**src/rtl/axi4l_pkg.sv**
```systemverilog
// Shared definitions for the AXI4-Lite master interface (axi4l_mif).
// Holds the AXI response codes and the one-hot state encodings of the
// write and read FSMs. Each state bit index is exported so that decode
// logic can test a single flop.
package axi4l_pkg;

  localparam logic [1:0] RESP_OKAY   = 2'b00;
  localparam logic [1:0] RESP_EXOKAY = 2'b01;
  localparam logic [1:0] RESP_SLVERR = 2'b10;
  localparam logic [1:0] RESP_DECERR = 2'b11;

  // Write FSM one-hot bit positions.
  localparam int unsigned WR_IDLE_I = 0;
  localparam int unsigned WR_ADDR_I = 1;
  localparam int unsigned WR_RESP_I = 2;
  localparam int unsigned WR_DONE_I = 3;

  // Read FSM one-hot bit positions.
  localparam int unsigned RD_IDLE_I = 0;
  localparam int unsigned RD_ADDR_I = 1;
  localparam int unsigned RD_DATA_I = 2;
  localparam int unsigned RD_DONE_I = 3;

  typedef enum logic [3:0] {
    WR_IDLE = 4'(1 << WR_IDLE_I),
    WR_ADDR = 4'(1 << WR_ADDR_I),
    WR_RESP = 4'(1 << WR_RESP_I),
    WR_DONE = 4'(1 << WR_DONE_I)
  } wr_state_e;

  typedef enum logic [3:0] {
    RD_IDLE = 4'(1 << RD_IDLE_I),
    RD_ADDR = 4'(1 << RD_ADDR_I),
    RD_DATA = 4'(1 << RD_DATA_I),
    RD_DONE = 4'(1 << RD_DONE_I)
  } rd_state_e;

endpackage

```
**src/rtl/axi4l_mif.sv**
```systemverilog
// AXI4-Lite master interface.
// This block converts single-beat local write and read requests into
// AXI4-Lite transactions and returns the responses to the local requester.
// The write path and the read path are independent FSMs, and they run
// concurrently. Each direction has at most one transaction outstanding.
//
// Ports:
//   sys__clk, sys__srstn       clock and synchronous active-low reset
//   req__w*/req__b*            local write request and write response
//   req__raddr/ar*/r*          local read request and read response
//   axi4l__m_aw*/w*/b*         AXI4-Lite write address, data and response channels
//   axi4l__m_ar*/r*            AXI4-Lite read address and data channels
//
// Every AXI valid and ready output is decoded from registered state and
// flags only. There is no combinational path from an AXI ready input to an
// AXI valid output. bready and rready are asserted only in RESP and DATA,
// so early responses from the slave are held off and never lost.
module axi4l_mif
  import axi4l_pkg::*;
#(
  parameter int unsigned axi4l__addr_width = 64,
  parameter int unsigned axi4l__data_width = 32,
  parameter logic [2:0]  axi4l__prot       = 3'b000
) (
  input  logic                            sys__clk,
  input  logic                            sys__srstn,
  // local write request / response
  input  logic [axi4l__addr_width-1:0]    req__waddr,
  input  logic [axi4l__data_width-1:0]    req__wdata,
  input  logic [axi4l__data_width/8-1:0]  req__wstrb,
  input  logic                            req__wvalid,
  output logic                            req__wready,
  output logic [1:0]                      req__bresp,
  output logic                            req__bvalid,
  input  logic                            req__bready,
  // local read request / response
  input  logic [axi4l__addr_width-1:0]    req__raddr,
  input  logic                            req__arvalid,
  output logic                            req__arready,
  output logic [axi4l__data_width-1:0]    req__rdata,
  output logic [1:0]                      req__rresp,
  output logic                            req__rvalid,
  input  logic                            req__rready,
  // AXI write channels
  output logic [axi4l__addr_width-1:0]    axi4l__m_awaddr,
  output logic [2:0]                      axi4l__m_awprot,
  output logic                            axi4l__m_awvalid,
  input  logic                            axi4l__m_awready,
  output logic [axi4l__data_width-1:0]    axi4l__m_wdata,
  output logic [axi4l__data_width/8-1:0]  axi4l__m_wstrb,
  output logic                            axi4l__m_wvalid,
  input  logic                            axi4l__m_wready,
  input  logic [1:0]                      axi4l__m_bresp,
  input  logic                            axi4l__m_bvalid,
  output logic                            axi4l__m_bready,
  // AXI read channels
  output logic [axi4l__addr_width-1:0]    axi4l__m_araddr,
  output logic [2:0]                      axi4l__m_arprot,
  output logic                            axi4l__m_arvalid,
  input  logic                            axi4l__m_arready,
  input  logic [axi4l__data_width-1:0]    axi4l__m_rdata,
  input  logic [1:0]                      axi4l__m_rresp,
  input  logic                            axi4l__m_rvalid,
  output logic                            axi4l__m_rready
);

  localparam int unsigned AW = axi4l__addr_width;
  localparam int unsigned DW = axi4l__data_width;
  localparam int unsigned SW = axi4l__data_width / 8;

  if (!(DW == 32 || DW == 64)) begin : g_dw_check
    $error("axi4l_mif: axi4l__data_width must be 32 or 64");
  end

  // Write path state
  wr_state_e         wr_state_q, wr_state_d;
  logic              aw_done_q, aw_done_d;
  logic              w_done_q, w_done_d;
  logic [AW-1:0]     waddr_q, waddr_d;
  logic [DW-1:0]     wdata_q, wdata_d;
  logic [SW-1:0]     wstrb_q, wstrb_d;
  logic [1:0]        bresp_q, bresp_d;
  logic              aw_hs, w_hs;

  // Read path state
  rd_state_e         rd_state_q, rd_state_d;
  logic [AW-1:0]     raddr_q, raddr_d;
  logic [DW-1:0]     rdata_q, rdata_d;
  logic [1:0]        rresp_q, rresp_d;

  // Write path: state register
  always_ff @(posedge sys__clk) begin
    if (!sys__srstn) begin
      wr_state_q <= WR_IDLE;
      aw_done_q  <= 1'b0;
      w_done_q   <= 1'b0;
      waddr_q    <= '0;
      wdata_q    <= '0;
      wstrb_q    <= '0;
      bresp_q    <= '0;
    end else begin
      wr_state_q <= wr_state_d;
      aw_done_q  <= aw_done_d;
      w_done_q   <= w_done_d;
      waddr_q    <= waddr_d;
      wdata_q    <= wdata_d;
      wstrb_q    <= wstrb_d;
      bresp_q    <= bresp_d;
    end
  end

  // Write path: next state and outputs
  always_comb begin
    wr_state_d       = wr_state_q;
    aw_done_d        = aw_done_q;
    w_done_d         = w_done_q;
    waddr_d          = waddr_q;
    wdata_d          = wdata_q;
    wstrb_d          = wstrb_q;
    bresp_d          = bresp_q;
    req__wready      = 1'b0;
    req__bvalid      = 1'b0;
    axi4l__m_awvalid = 1'b0;
    axi4l__m_wvalid  = 1'b0;
    axi4l__m_bready  = 1'b0;
    aw_hs            = 1'b0;
    w_hs             = 1'b0;
    case (wr_state_q)
      WR_IDLE: begin
        req__wready = 1'b1;
        if (req__wvalid) begin
          waddr_d    = req__waddr;
          wdata_d    = req__wdata;
          wstrb_d    = req__wstrb;
          aw_done_d  = 1'b0;
          w_done_d   = 1'b0;
          wr_state_d = WR_ADDR;
        end
      end
      WR_ADDR: begin
        // AW and W complete independently, in either order. Each done
        // flag drops its valid so that a channel already accepted is
        // never presented twice.
        axi4l__m_awvalid = !aw_done_q;
        axi4l__m_wvalid  = !w_done_q;
        aw_hs            = axi4l__m_awvalid && axi4l__m_awready;
        w_hs             = axi4l__m_wvalid && axi4l__m_wready;
        if (aw_hs) aw_done_d = 1'b1;
        if (w_hs)  w_done_d  = 1'b1;
        if ((aw_done_q || aw_hs) && (w_done_q || w_hs)) wr_state_d = WR_RESP;
      end
      WR_RESP: begin
        axi4l__m_bready = 1'b1;
        if (axi4l__m_bvalid) begin
          bresp_d    = axi4l__m_bresp;
          wr_state_d = WR_DONE;
        end
      end
      WR_DONE: begin
        req__bvalid = 1'b1;
        if (req__bready) wr_state_d = WR_IDLE;
      end
      default: wr_state_d = WR_IDLE;
    endcase
  end

  // Read path: state register
  always_ff @(posedge sys__clk) begin
    if (!sys__srstn) begin
      rd_state_q <= RD_IDLE;
      raddr_q    <= '0;
      rdata_q    <= '0;
      rresp_q    <= '0;
    end else begin
      rd_state_q <= rd_state_d;
      raddr_q    <= raddr_d;
      rdata_q    <= rdata_d;
      rresp_q    <= rresp_d;
    end
  end

  // Read path: next state and outputs
  always_comb begin
    rd_state_d       = rd_state_q;
    raddr_d          = raddr_q;
    rdata_d          = rdata_q;
    rresp_d          = rresp_q;
    req__arready     = 1'b0;
    req__rvalid      = 1'b0;
    axi4l__m_arvalid = 1'b0;
    axi4l__m_rready  = 1'b0;
    case (rd_state_q)
      RD_IDLE: begin
        req__arready = 1'b1;
        if (req__arvalid) begin
          raddr_d    = req__raddr;
          rd_state_d = RD_ADDR;
        end
      end
      RD_ADDR: begin
        axi4l__m_arvalid = 1'b1;
        if (axi4l__m_arready) rd_state_d = RD_DATA;
      end
      RD_DATA: begin
        axi4l__m_rready = 1'b1;
        if (axi4l__m_rvalid) begin
          rdata_d    = axi4l__m_rdata;
          rresp_d    = axi4l__m_rresp;
          rd_state_d = RD_DONE;
        end
      end
      RD_DONE: begin
        req__rvalid = 1'b1;
        if (req__rready) rd_state_d = RD_IDLE;
      end
      default: rd_state_d = RD_IDLE;
    endcase
  end

  // Payloads come straight from the capture registers, so they stay stable
  // while the matching valid is held.
  assign axi4l__m_awaddr = waddr_q;
  assign axi4l__m_wdata  = wdata_q;
  assign axi4l__m_wstrb  = wstrb_q;
  assign axi4l__m_awprot = axi4l__prot;
  assign axi4l__m_araddr = raddr_q;
  assign axi4l__m_arprot = axi4l__prot;
  assign req__bresp      = bresp_q;
  assign req__rdata      = rdata_q;
  assign req__rresp      = rresp_q;

endmodule

```
**config.mk**
```make
export PLATFORM = sky130hd
export DESIGN_NAME = axi4l_mif
export DESIGN_NICKNAME = d
export VERILOG_FILES = /design/src/rtl/axi4l_pkg.sv /design/src/rtl/axi4l_mif.sv
export SDC_FILE = /design/constraint.sdc
export NUM_CORES = 1
export LEC_CHECK = 0
export CAP_MARGIN = 20
export CORE_AREA = 2 2 168 170
export CTS_CLUSTER_DIAMETER = 50
export DETAILED_ROUTE_END_ITERATION = 10
export DIE_AREA = 0 0 170 172
export MAX_ROUTING_LAYER = met4
export PLACE_DENSITY = 0.59
export SYNTH_ARGS = -nofsm -noshare
export SYNTH_HDL_FRONTEND = slang
export SYNTH_SLANG_ARGS = --single-unit
```
**constraint.sdc**
```tcl
create_clock -name sys__clk -period 3.5 [get_ports sys__clk]
set_input_delay 0.875 -clock sys__clk [delete_from_list [all_inputs] [get_ports sys__clk]]
set_output_delay 0.875 -clock sys__clk [all_outputs]
set_load 0.02 [all_outputs]
```
==> results of run 1 <==
[cell type report]
cell class	count	area share (%)
Timing Repair Buffer	433	31.9
Sequential cell	210	30.9
Multi-Input combinational cell	669	25.7
Clock buffer	41	6.42
Tap cell	346	3.18
Clock inverter	14	1.80
Inverter	3	0.0827
Antenna cell	3	0.0551
[stage by stage]
| stage | instance area (sq um) | hold slack (ns) |
|---|---|---|
| after global routing | 13600 | 0.467 |
| after floorplan | 8160 | 0.512 |
| final | 13600 | 0.448 |
| after global placement | 12500 | 0.439 |
| after detailed placement | 12500 | 0.444 |
| after CTS | 13600 | 0.451 |
[routing by layer]
layer / vias to the layer above / track usage [%]
met5: - / -
met4: 0 / 5.46
met3: 45 / 5.13
met2: 283 / 28.7
met1: 3462 / 20.4
li1: 3863 / -
[power by group through the flow]
stage / Clock (mW) / Sequential (mW) / Combinational, mW
after floorplan: 0 / 3.18 / 0.962
after global placement: 0 / 2.89 / 2.22
after detailed placement: 0 / 2.90 / 2.23
after CTS: 3.39 / 2.85 / 2.24
after global routing: 3.50 / 2.89 / 2.40
final: 3.31 / 2.85 / 2.20
[sequential cells by signal (all words and copies together) (netlist names), 2 cells and up]
signal,count
rd_state_q,4
axi4l__m_wstrb,4
req__rdata,32
wr_state_q,4
axi4l__m_awaddr,64
axi4l__m_wdata,32
axi4l__m_araddr,64
req__bresp,2
req__rresp,2
[synthesized netlist by cell type, types with 2 or more instances]
library cell,count
buf_4,10
a21oi_1,2
nor2b_1,3
nand2b_1,3
o21a_1,2
a21boi_1,193
dfxtp_1,210
nor2_1,5
nor4b_1,3
clkbuf_1,43
buf_6,18
and2_1,3
a22oi_1,2
buf_2,5
nor4b_4,3
xor2_1,2
nor3_1,3
o21ai_0,6
nand2_1,407
nand3_1,3
or3_1,2
a21boi_0,7
mux2i_1,2
nor3b_1,3
inv_1,3
[worst reg2reg max path: cells and delay by family (launching register included)]
family,cells,cell delay [ns]
compound gates,1,0.13
buf+inv,1,0.31
flops,1,0.53
simple gates,3,1.15
[cells by family (layout without fill, tap and decap cells)]
logic type,count (synthesis),in the layout,share of synthesized area (%)
other,1,9,0.0461
AO/OA/AOI/OAI,218,218,19.9
AND/OR/NAND/NOR,441,441,22.1
XOR/XNOR,2,2,0.215
multiplexers,2,2,0.246
flip-flops,210,210,51.7
buffers and inverters,79,491,5.84
[path summary, 6_finish.rpt]
kind | startpoint | to | slack, ns | cells after the start
setup / recovery | wr_state_q[1] | axi4l__m_wvalid | 0.24 | 4
setup reg to reg | wr_state_q[0] | axi4l__m_awaddr[26] | 1.31 | 5
hold reg to reg | axi4l__m_araddr[38] | axi4l__m_araddr[38] | 0.45 | 2
hold / removal | axi4l__m_araddr[38] | axi4l__m_araddr[38] | 0.45 | 2
==> results.ini, run 1 <==
[global_route]
grt_pass1_vias = 7346
grt_first_pass_wirelength_mm = 39.6
overflow = 0
grt_usage_pct = 17.4
grt_max_degree = 67
antenna_found_initial = 1

[logic_synthesis]
synth_top_area_share_pct = 51.7
synthesis.area_sq_um = 8140
synth_cells = 953
async_reset_ff_share_pct = 0
synth_area_leaders = dfxtp_1 52%, nand2_1 19%, a21boi_1 18%, buf_6 2.5%, clkbuf_1 2.0%
syn_avg_cell_area_sq_um = 8.54
synth_largest_area_cell = dfxtp_1
yosys_warnings = 0
synth_edf_count = 0
yosysUniqueCellTypes = 35
synth-seq-cells = 210
yosys_most_used_dff = dfxtp_1
seq_area_frac_synth_pct = 51.7

[finish]
syn2layout_area_growth_pct = 67.3
n_fill_cell = 2585
final_common_cell = clkdlybuf4s50_1
fin_cells = 1719
regArea_sq_um = 4200
final_util_pct = 49.5
drive_above_1_share_pct = 5.55
fin_nets = 1558
layout_common_cells = 418 x clkdlybuf4s50_1, 405 x nand2_1, 210 x dfxtp_1
multi_input_area_sq_um = 3490

[clocking]
clockBufferDepth = 3
clock_latency_ns = 0.53
path_clk_slew_ns = 0.05
cts_buffers = 30
cts_tree = built
cts.sinks = 210
cts_hold_buf = 0
cts-root-buf = clkbuf_16
cts_setup_buffers = 0
post_cts_resized = 0
cts_max_level = 1

[timing]
drv_slew = 0
max_slew_margin_pct = 55.8
max_freq_mhz = 307
setup_tns_ns = 0
finClkSkew_ns = 0.00825
rsz0062_at_grt = no
fin_crit_sh_pct = 93.1
fin_ws_ns = 0.241
finalHoldViolations = 0
fin_crit_ns = 3.26
tightest_slew_ns = 0.663
setup_viol = 0

[detailed_routing]
num_vias = 7653
highest_layer = met4
detail_route.wl_per_cell_um = 15.4
first_iter_violations = 435
viasPerCell = 4.45
met2WireLength_mm = 12.4
ant_nets = 0
wirelength_mm = 26.5
route.met3.wl_mm = 2.29
drt-met1-wl_mm = 11.2
drtPass1Iterations = 4
drc = 0

[placement]
dp_hpwl_mm = 18.7
preCtsSetupSlack_ns = 0.796
place_congestion = 0.792
place.port_buffers = 419
dp_cells = 1661

[power]
combPwrFrac_pct = 26.3
finalPower_mw = 8.35
irDropWorstVdd_v = 0.000485
power_frac_clock_pct = 39.6
p_leak_nw = 5.00
power_density_nw_per_um2 = 614
p_int_mw = 5.88
swShare_pct = 29.6
netSwitchingPower_mw = 2.47
pwr-share-seq_pct = 34.1

[worst_setup_path]
path_max_fanout = 10
arrival_ns = 2.38
crit_path_end_kind = output port
max_stage_delay_ns = 0.61
crit_type = flop to output port
worst_setup_path_start_kind = flop
path_delay_family = simple AND/OR/NAND/NOR gates
crit_buf_inv = 1
slowest_stage = clkdlybuf4s50_1
required_ns = 2.62
cp_cell_sequence = nand2b_1 -> or3_1 -> nor2_1 -> clkdlybuf4s50_1

[die]
row_count = 61
start_util_pct = 29.6
die_w_um = 170
io_pins = 426
dieArea_sq_um = 29200
core_sq_um = 27500
die-height_um = 172

[run_status]
status = completed

[flow_run]
cap_violations = 0

[min_path]
hold_path_class = flop to flop

Note: power is estimated with default switching activity, not from simulation.
==> run 2: changes to the inputs <==
--- a/config.mk
+++ b/config.mk
@@ -10,8 +10,10 @@
 export CTS_CLUSTER_DIAMETER = 50
 export DETAILED_ROUTE_END_ITERATION = 10
 export DIE_AREA = 0 0 170 172
+export HOLD_SLACK_MARGIN = 0.1
 export MAX_ROUTING_LAYER = met4
 export PLACE_DENSITY = 0.59
 export SYNTH_ARGS = -nofsm -noshare
 export SYNTH_HDL_FRONTEND = slang
 export SYNTH_SLANG_ARGS = --single-unit
+export TNS_END_PERCENT = 30
==> results of run 2 <==
No change in the layout: final DEF, timing and power equal those of run 1.
==> run 3: changes to the inputs <==
--- a/config.mk
+++ b/config.mk
@@ -5,6 +5,7 @@
 export SDC_FILE = /design/constraint.sdc
 export NUM_CORES = 1
 export LEC_CHECK = 0
+export ABC_CLOCK_PERIOD_IN_PS = 3500
 export CAP_MARGIN = 20
 export CORE_AREA = 2 2 168 170
 export CTS_CLUSTER_DIAMETER = 50
==> results of run 3 <==
No change in the layout: final DEF, timing and power equal those of run 1.
